### src/rtl/seq_mul_shift_unit_pkg.sv
// rtl/seq_mul_shift_unit_pkg.sv - shared opcodes, state encoding and width default
package seq_mul_shift_unit_pkg;

    localparam int WIDTH_DEF = 8;

    typedef enum logic [1:0] {
        OP_MUL = 2'b00,
        OP_SLL = 2'b01,
        OP_SRL = 2'b10,
        OP_ROR = 2'b11
    } op_t;

    typedef enum logic [1:0] {
        ST_IDLE = 2'b00,
        ST_RUN  = 2'b01,
        ST_DONE = 2'b10
    } state_t;

endpackage

### src/rtl/mul_shift_step.sv
// rtl/mul_shift_step.sv - one combinational iteration of multiply or shift/rotate
module mul_shift_step
    import seq_mul_shift_unit_pkg::*;
#(
    parameter int WIDTH = WIDTH_DEF,
    parameter int CNT_W = 4
) (
    input  op_t                  op,
    input  logic [WIDTH-1:0]     value,
    input  logic [2*WIDTH-1:0]   acc,
    input  logic [WIDTH-1:0]     b,
    input  logic [CNT_W-1:0]     idx,
    output logic [WIDTH-1:0]     value_next,
    output logic [2*WIDTH-1:0]   acc_next,
    output logic [WIDTH-1:0]     b_next
);

    // Multiply adds the shifted multiplicand when the current multiplier bit is set;
    // shifts and rotate only move the working value.
    always_comb begin
        value_next = value;
        acc_next   = acc;
        b_next     = b;
        case (op)
            OP_MUL: begin
                if (b[0]) begin
                    acc_next = acc + ({{WIDTH{1'b0}}, value} << idx);
                end
                b_next = b >> 1;
            end
            OP_SLL:  value_next = value << 1;
            OP_SRL:  value_next = value >> 1;
            OP_ROR:  value_next = {value[0], value[WIDTH-1:1]};
            default: value_next = value;
        endcase
    end

endmodule

### src/rtl/seq_mul_shift_unit.sv
// rtl/seq_mul_shift_unit.sv - bit-serial multiply / shift / rotate unit behind the register file
module seq_mul_shift_unit
    import seq_mul_shift_unit_pkg::*;
#(
    parameter int WIDTH = WIDTH_DEF,
    parameter int CNT_W = 4
) (
    input  logic             CLK,
    input  logic             RESET,
    input  logic             START,
    input  logic [1:0]       OPCODE,
    input  logic [WIDTH-1:0] DATA1,
    input  logic [WIDTH-1:0] DATA2,
    output logic [WIDTH-1:0] RESULT,
    output logic             OVF,
    output logic             BUSY,
    output logic             DONE
);

    state_t               state_q, state_d;
    op_t                  op_q;
    logic [CNT_W-1:0]     cnt_q;
    logic [CNT_W-1:0]     n_load;
    logic [CNT_W-1:0]     idx;
    logic [WIDTH-1:0]     a_q, b_q;
    logic [2*WIDTH-1:0]   acc_q;
    logic [WIDTH-1:0]     result_q;
    logic                 ovf_q;
    logic [WIDTH-1:0]     value_next, b_next;
    logic [2*WIDTH-1:0]   acc_next;
    logic                 last_step;

    // Multiply iteration index counts up while the counter counts down.
    assign idx       = CNT_W'(WIDTH) - cnt_q;
    assign last_step = (cnt_q == CNT_W'(1));
    assign RESULT    = result_q;
    assign OVF       = ovf_q;

    mul_shift_step #(
        .WIDTH (WIDTH),
        .CNT_W (CNT_W)
    ) u_step (
        .op         (op_q),
        .value      (a_q),
        .acc        (acc_q),
        .b          (b_q),
        .idx        (idx),
        .value_next (value_next),
        .acc_next   (acc_next),
        .b_next     (b_next)
    );

    // Iteration count for a new request: logical shifts saturate at WIDTH, rotate wraps.
    always_comb begin
        n_load = '0;
        case (op_t'(OPCODE))
            OP_MUL:         n_load = CNT_W'(WIDTH);
            OP_SLL, OP_SRL: n_load = (DATA2[3:0] > 4'(WIDTH)) ? CNT_W'(WIDTH) : CNT_W'(DATA2[3:0]);
            OP_ROR:         n_load = CNT_W'(DATA2[2:0]);
            default:        n_load = '0;
        endcase
    end

    // State register.
    always_ff @(posedge CLK or posedge RESET) begin
        if (RESET) begin
            state_q <= ST_IDLE;
        end else begin
            state_q <= state_d;
        end
    end

    // Next-state and status outputs; a zero-length request skips RUN entirely.
    always_comb begin
        state_d = state_q;
        BUSY    = 1'b0;
        DONE    = 1'b0;
        case (state_q)
            ST_IDLE: begin
                if (START) begin
                    state_d = (n_load == '0) ? ST_DONE : ST_RUN;
                end
            end
            ST_RUN: begin
                BUSY = 1'b1;
                if (last_step) begin
                    state_d = ST_DONE;
                end
            end
            ST_DONE: begin
                BUSY    = 1'b1;
                DONE    = 1'b1;
                state_d = ST_IDLE;
            end
            default: state_d = ST_IDLE;
        endcase
    end

    // Operand capture, per-bit iteration and result publication on the final step only.
    always_ff @(posedge CLK or posedge RESET) begin
        if (RESET) begin
            op_q     <= OP_MUL;
            cnt_q    <= '0;
            a_q      <= '0;
            b_q      <= '0;
            acc_q    <= '0;
            result_q <= '0;
            ovf_q    <= 1'b0;
        end else begin
            case (state_q)
                ST_IDLE: begin
                    if (START) begin
                        op_q  <= op_t'(OPCODE);
                        a_q   <= DATA1;
                        b_q   <= DATA2;
                        acc_q <= '0;
                        cnt_q <= n_load;
                        if (n_load == '0) begin
                            result_q <= DATA1;
                            ovf_q    <= 1'b0;
                        end
                    end
                end
                ST_RUN: begin
                    a_q   <= value_next;
                    acc_q <= acc_next;
                    b_q   <= b_next;
                    cnt_q <= cnt_q - CNT_W'(1);
                    if (last_step) begin
                        if (op_q == OP_MUL) begin
                            result_q <= acc_next[WIDTH-1:0];
                            ovf_q    <= |acc_next[2*WIDTH-1:WIDTH];
                        end else begin
                            result_q <= value_next;
                            ovf_q    <= 1'b0;
                        end
                    end
                end
                default: ;
            endcase
        end
    end

endmodule

### config.mk
export PLATFORM = sky130hd
export DESIGN_NAME = seq_mul_shift_unit
export DESIGN_NICKNAME = d
export VERILOG_FILES = /design/src/rtl/seq_mul_shift_unit_pkg.sv /design/src/rtl/mul_shift_step.sv /design/src/rtl/seq_mul_shift_unit.sv
export SDC_FILE = /design/constraint.sdc
export NUM_CORES = 1
export LEC_CHECK = 0
export ABC_AREA = 1
export CORE_MARGIN = 5
export CORE_UTILIZATION = 35
export DETAILED_ROUTE_END_ITERATION = 8
export PLACE_DENSITY_LB_ADDON = 0.25
export SLEW_MARGIN = 20
export SYNTH_ARGS = -nofsm -noshare
export SYNTH_HDL_FRONTEND = slang
export SYNTH_SLANG_ARGS = --single-unit
export TNS_END_PERCENT = 100
### constraint.sdc
create_clock -name CLK -period 5.7 [get_ports CLK]
set_input_delay 1.14 -clock CLK [delete_from_list [all_inputs] [get_ports CLK]]
set_output_delay 1.14 -clock CLK [all_outputs]
set_load 0.02 [all_outputs]
**Word-level counts from Yosys, hierarchy flattened**

Index checks and enable logic that the tools add are counted.

- Register bits after elaboration: 49
- Input port bits: 21
- Output and inout bits: 11
- Word-level logic and storage cells: 69

- Add/sub/neg operators: 3
- $lt $le $gt $ge: 1
- Equality and inequality tests: 13
- Shift-type cells: 1
- Multiplexer cells: 30
- Reduce and logical (&&, ||, !) cells: 13

Operator list:

| cell | count |
|---|---|
| two-way mux 8 bit | 7 |
| two-way mux 16 bit | 3 |
| one-hot mux 8 bit (2 select lines) | 3 |
| one-hot mux 16 bit (2 select lines) | 1 |
| one-hot mux 8 bit (3 select lines) | 1 |
| adder 16 bit | 1 |
| << shifter 8 x 4 -> 16 bit | 1 |
| one-hot mux 4 bit (3 select lines) | 1 |
| equality test 2 bit, second input constant | 5 |
| two-way mux 4 bit | 2 |
| != test 2 bit, second input constant | 4 |
| one-hot mux 4 bit (2 select lines) | 1 |
| OR reduction 8 bit | 1 |
| equality test 2 x 1 -> 1 bit, second input constant | 3 |
| zero test 2 bit | 3 |
| two-way mux 1 bit | 6 |
| two-way mux 2 bit | 3 |
| AND reduction 2 bit | 3 |
| equality test 4 x 1 -> 1 bit, second input constant | 1 |
| greater-than comparator 4 bit, second input constant | 1 |
| zero test 4 bit | 1 |
| one-hot mux 2 bit (2 select lines) | 1 |
| AND reduction 4 bit | 1 |
| OR reduction 2 bit | 2 |
| 5 further kinds | 5 |

**Logic depth before layout (Yosys ltp)**

- Depth in word-level cells: 9
- Depth in mapped cells: 25
- Depth with buffers taken out: 24

**By module**

From an unflattened synthesis, not the netlist that was laid out.

- Cell total of the unflattened synthesis: 645
- Area total of the unflattened synthesis: 4,205.3 sq um

By module, submodules not included:

| module | instances | cells an instance | area an instance (sq um) | seq. area each (sq um) |
|---|---|---|---|---|
| seq_mul_shift_unit | 1 | 313 | 2,484.9 | 1,226.2 |
| mul_shift_step | 1 | 332 | 1,720.4 | 0.0 |

**Worst setup path after synthesis**

OpenSTA, ideal clock, no wires.

- Path type: reg2reg
- From: register cnt_q[0]
- To: register ovf_q, in the netlist OVF
- Library setup time: 0.121 ns
- Arrival time: 2.787 ns
- Data required time: 5.579 ns
- Path slack: 2.792 ns
- Stages on the path, launching flop included: 21
- Buffers on the path: 1
- Period minus slack after synthesis: 2.908 ns
- Path through: dfrtp_1 > inv_2 > ha_1 > xor2_1 > clkbuf_1 > nand2_1 > nand3_1 > o21ai_0 > ha_1 > nand2_1 > inv_1 > a21oi_1 > nor2_1 > nor2_1 > nand2_1 > nand2_1 > nand3_1 > nand2_1 > nand3_1 > o21bai_1 > nand2_1

- Longest elaborated chain between the ends: 9
- Elaborated cells on any way between the ends: 12
- Classes of those cells: add/sub (2); eq/ne (2); shift (1); mux (5); reduce/logical (2)

RTL lines:

| what | line | RTL |
|---|---|---|
| start, declared | seq_mul_shift_unit.sv:22 | `logic [CNT_W-1:0] cnt_q;` |
| start signal, assigned | seq_mul_shift_unit.sv:117 | `cnt_q <= n_load;` |
| start signal, assigned | seq_mul_shift_unit.sv:128 | `cnt_q <= cnt_q - CNT_W'(1);` |
| subtractor 4 bit | seq_mul_shift_unit.sv:34 | `assign idx = CNT_W'(WIDTH) - cnt_q;` |
| << shifter 8 x 4 -> 16 bit | mul_shift_step.sv:27 | `acc_next = acc + ({{WIDTH{1'b0}}, value} << idx);` |
| adder 16 bit | mul_shift_step.sv:27 |  |
| two-way mux 16 bit | mul_shift_step.sv:26 | `if (b[0]) begin` |
| two-way mux 16 bit | mul_shift_step.sv:24 | `case (op)` |
| OR reduction 8 bit | seq_mul_shift_unit.sv:132 | `ovf_q <= \|acc_next[2*WIDTH-1:WIDTH];` |
| two-way mux 1 bit | seq_mul_shift_unit.sv:130 | `if (op_q == OP_MUL) begin` |
| two-way mux 1 bit | seq_mul_shift_unit.sv:129 | `if (last_step) begin` |
| one-hot mux 1 bit (2 select lines) | seq_mul_shift_unit.sv:110 | `case (state_q)` |
| end signal, assigned | seq_mul_shift_unit.sv:132 |  |
| end, declared | seq_mul_shift_unit.sv:28 | `logic ovf_q;` |

Several ways; a longest one is shown, not always the timed one. The select of a mux whose other input is x is not followed.
A chain may end at the register's enable or synchronous reset.

**Worst setup path in the final report**

Ends and elaborated chain as after synthesis.

==> results by group <==
Clocking
  – Number of buffers created by CTS: 5
  – CTS tree: yes
  – Post-CTS sizing: 0
  – Clock latency at the later pin of the worst-skew pair: 320 ps
  – Maximum buffer depth of the clock tree: 2
  – Sink Count: 49
  – # Post-CTS Setup Buffers: 0
  – H-tree level count: 2
  – Clock root cell: clkbuf_8
  – Worst-path clk slew: 110 ps
  – Hold buffers post-CTS: 0

Logic synthesis
  – Post-Syn Nets: 637
  – Post-synthesis sequential area ratio: 31.3%
  – Synth area leader: dfrtp_1
  – Mapped cell area: 3920 um2
  – Number of synthesized flops with an enable pin: 0
  – Yosys warnings: 0
  – Top cells by area, synth: dfrtp_1 (31%), nand2_1 (18%), inv_1 (7.7%)
  – Syn Area/Cell: 6.61 um2
  – Post-synthesis cell count: 593
  – Asr flop ratio synth: 100%
  – Seq cells post-synth: 49
  – Post-synth top flop: dfrtp_1
  – Synth cell types: 41
  – Yosys top cell area share: 31.3%

STA
  – Unrepaired setup endpoints after global routing: false
  – Tcrit/Tclk final: 69.0%
  – Relative slew slack: 42.4%
  – Min Tclk post-route: 3930 ps
  – Skew final: 14.9 ps
  – Final Slew Violations: 0
  – Setup tns final: 0 ps
  – Setup violations, final: 0
  – F_max: 254 MHz
  – Hold Slack: 498 ps
  – Worst-Margin Slew: 864 ps
  – Final Hold Viols: 0

Placed design
  – Routability cong.: 0.935
  – Placed insts: 748
  – Port Buffers: 31
  – DP Area: 4340 um2
  – Detail Placement HPWL: 8.69 mm

Min path
  – Hold Path Class: reg2reg

Floorplanning
  – Std cell rows: 38
  – Chip height: 116 um
  – Core ar.: 10900 um2
  – Die W: 116 um
  – I/O Pins: 32
  – Initial core utilization: 36.0%
  – Die ar.: 13400 um2

Detailed routing
  – Initial DRC Count: 309
  – DRT Wirelength: 11.2 mm
  – 1st-pass router iterations: 5
  – Via density: 5.23
  – WL per Instance: 14.8 um
  – Remaining DRCs: 0
  – Antenna Nets Post-Route: 0
  – DR vias: 3954

Global routing
  – Largest net degree at the start of global routing: 50
  – GRT Util Overall: 17.5%
  – First-pass GRT wire length: 18.8 mm
  – Vias in the first global route: 3877
  – Initial antenna violation count: 0
  – Grt total ovfl: 0

Worst setup path
  – Critical path's slowest cell: xor2_1
  – Slowest stage delay, CP: 650 ps
  – CP startpoint kind: flip-flop
  – Flop2flop setup slack: 1770 ps
  – Critical Path RT: 5920 ps
  – CP Cell Sequence: inv_2 > ha_1 > xor2_1 > nand2_1 > a21oi_1 > ha_1 > nand2_1 > inv_1 > a21oi_1 > nor2_1 > nor2_1 > nand2_1 > nand2_1 > nand3_1 > nand2_1 > nand3_1 > o21bai_1 > nand2_1
  – CP dominant cell by count: nand2_1
  – Critical Path AT: 4150 ps
  – Crit Path Class: reg2reg
  – CP Capture Type: flip-flop
  – Max FO, Critical Path: 14

Layout
  – Commonest non-fill, non-tap cell in the layout: nand2_1
  – Post-route cell area: 4440 um2
  – Final cell count without fillers: 756
  – Layout Nets: 659
  – Ant diodes: 0
  – Area growth syn-to-layout: 13.2%
  – Most frequent cells in the layout: nand2_1 (189), inv_1 (79), dfrtp_1 (49)
  – Share of layout cells above drive strength 1: 3.90%

Run
  – Max Cap Viol: 0

Status
  – Status: completed
-- state kept, by name, summed over array words and instances (netlist names) --
name	count
RESULT	8
OVF	1
acc_q	16
cnt_q	4
b_q	8
state_q	2
op_q	2
a_q	8
-- through the flow --
stage	util, %	setup slack [ps]
2_1_floorplan	-	2790
3_3_place_gp	39.9	1790
3_5_place_dp	39.9	1820
4_1_cts	40.8	1820
5_1_grt	40.8	1290
6_report	40.8	1770
-- critical path: cells and delay by family (launching register included) --
kind / cells / cell delay, ps
simple gates: 10 / 1090
compound gates: 3 / 700
xor+xnor: 1 / 650
fa+ha+maj: 2 / 600
flops: 1 / 600
buf+inv: 2 / 200
-- synthesized netlist by cell type, types with 2 or more instances --
cell type	instances
buf_2	5
o211ai_1	11
a31oi_1	11
xnor2_1	6
nor2_4	2
nand3_1	48
a21o_1	2
a21oi_1	18
a22oi_1	2
dfrtp_1	49
inv_1	80
buf_1	3
nor2_1	39
o221ai_1	5
and2_1	2
o22ai_1	16
nand2_1	189
clkbuf_1	8
buf_4	2
mux2i_1	2
ha_1	22
inv_2	4
nand4_1	5
o21ai_0	45
-- per-layer routing --
metal / track usage [%] / part of all wire [%]
met2: 28.5 / 46
met3: 2.40 / 4.5
met5: 0 / 0
met1: 24.7 / 48
met4: 4.02 / 1.4
-- layout make-up --
type / count / area (um2)
fill: 1171 / 6450
multi-input combinational: 441 / 2290
sequential: 49 / 1230
timing repair buffer: 33 / 325
inverter: 85 / 320
tap: 140 / 175
clock buffer: 6 / 82.6
clock inverter: 2 / 17.5
-- cell families (layout without fill, tap and decap cells) --
group | after synthesis | count (layout) | synth area share, %
and+or+nand+nor | 290 | 290 | 30.5
AOI/OAI and AO/OA | 118 | 118 | 17.9
buffers and inverters | 103 | 126 | 10.2
DFF | 49 | 49 | 31.3
adders and majority gates | 23 | 23 | 7.53
xor gates and xnor gates | 8 | 8 | 1.98
muxes | 2 | 2 | 0.511
-- worst paths after layout --
check	start	endpoint	depth (start not counted)
worst max-delay path	cnt_q[0]$_DFFE_PP0P_	OVF$_DFFE_PP0P_	18
worst min-delay path	RESULT[0]$_DFFE_PP0P_	RESULT[0]$_DFFE_PP0P_	2
worst max register to register	cnt_q[0]$_DFFE_PP0P_	OVF$_DFFE_PP0P_	18
worst min register to register	RESULT[0]$_DFFE_PP0P_	RESULT[0]$_DFFE_PP0P_	2
max in group asynchronous	RESET	acc_q[7]$_DFFE_PP0P_	3
min in group asynchronous	RESET	acc_q[11]$_DFFE_PP0P_	3
Power is not shown: default switching activity piles up to over one toggle a cycle in this logic, so the estimate is an artifact.
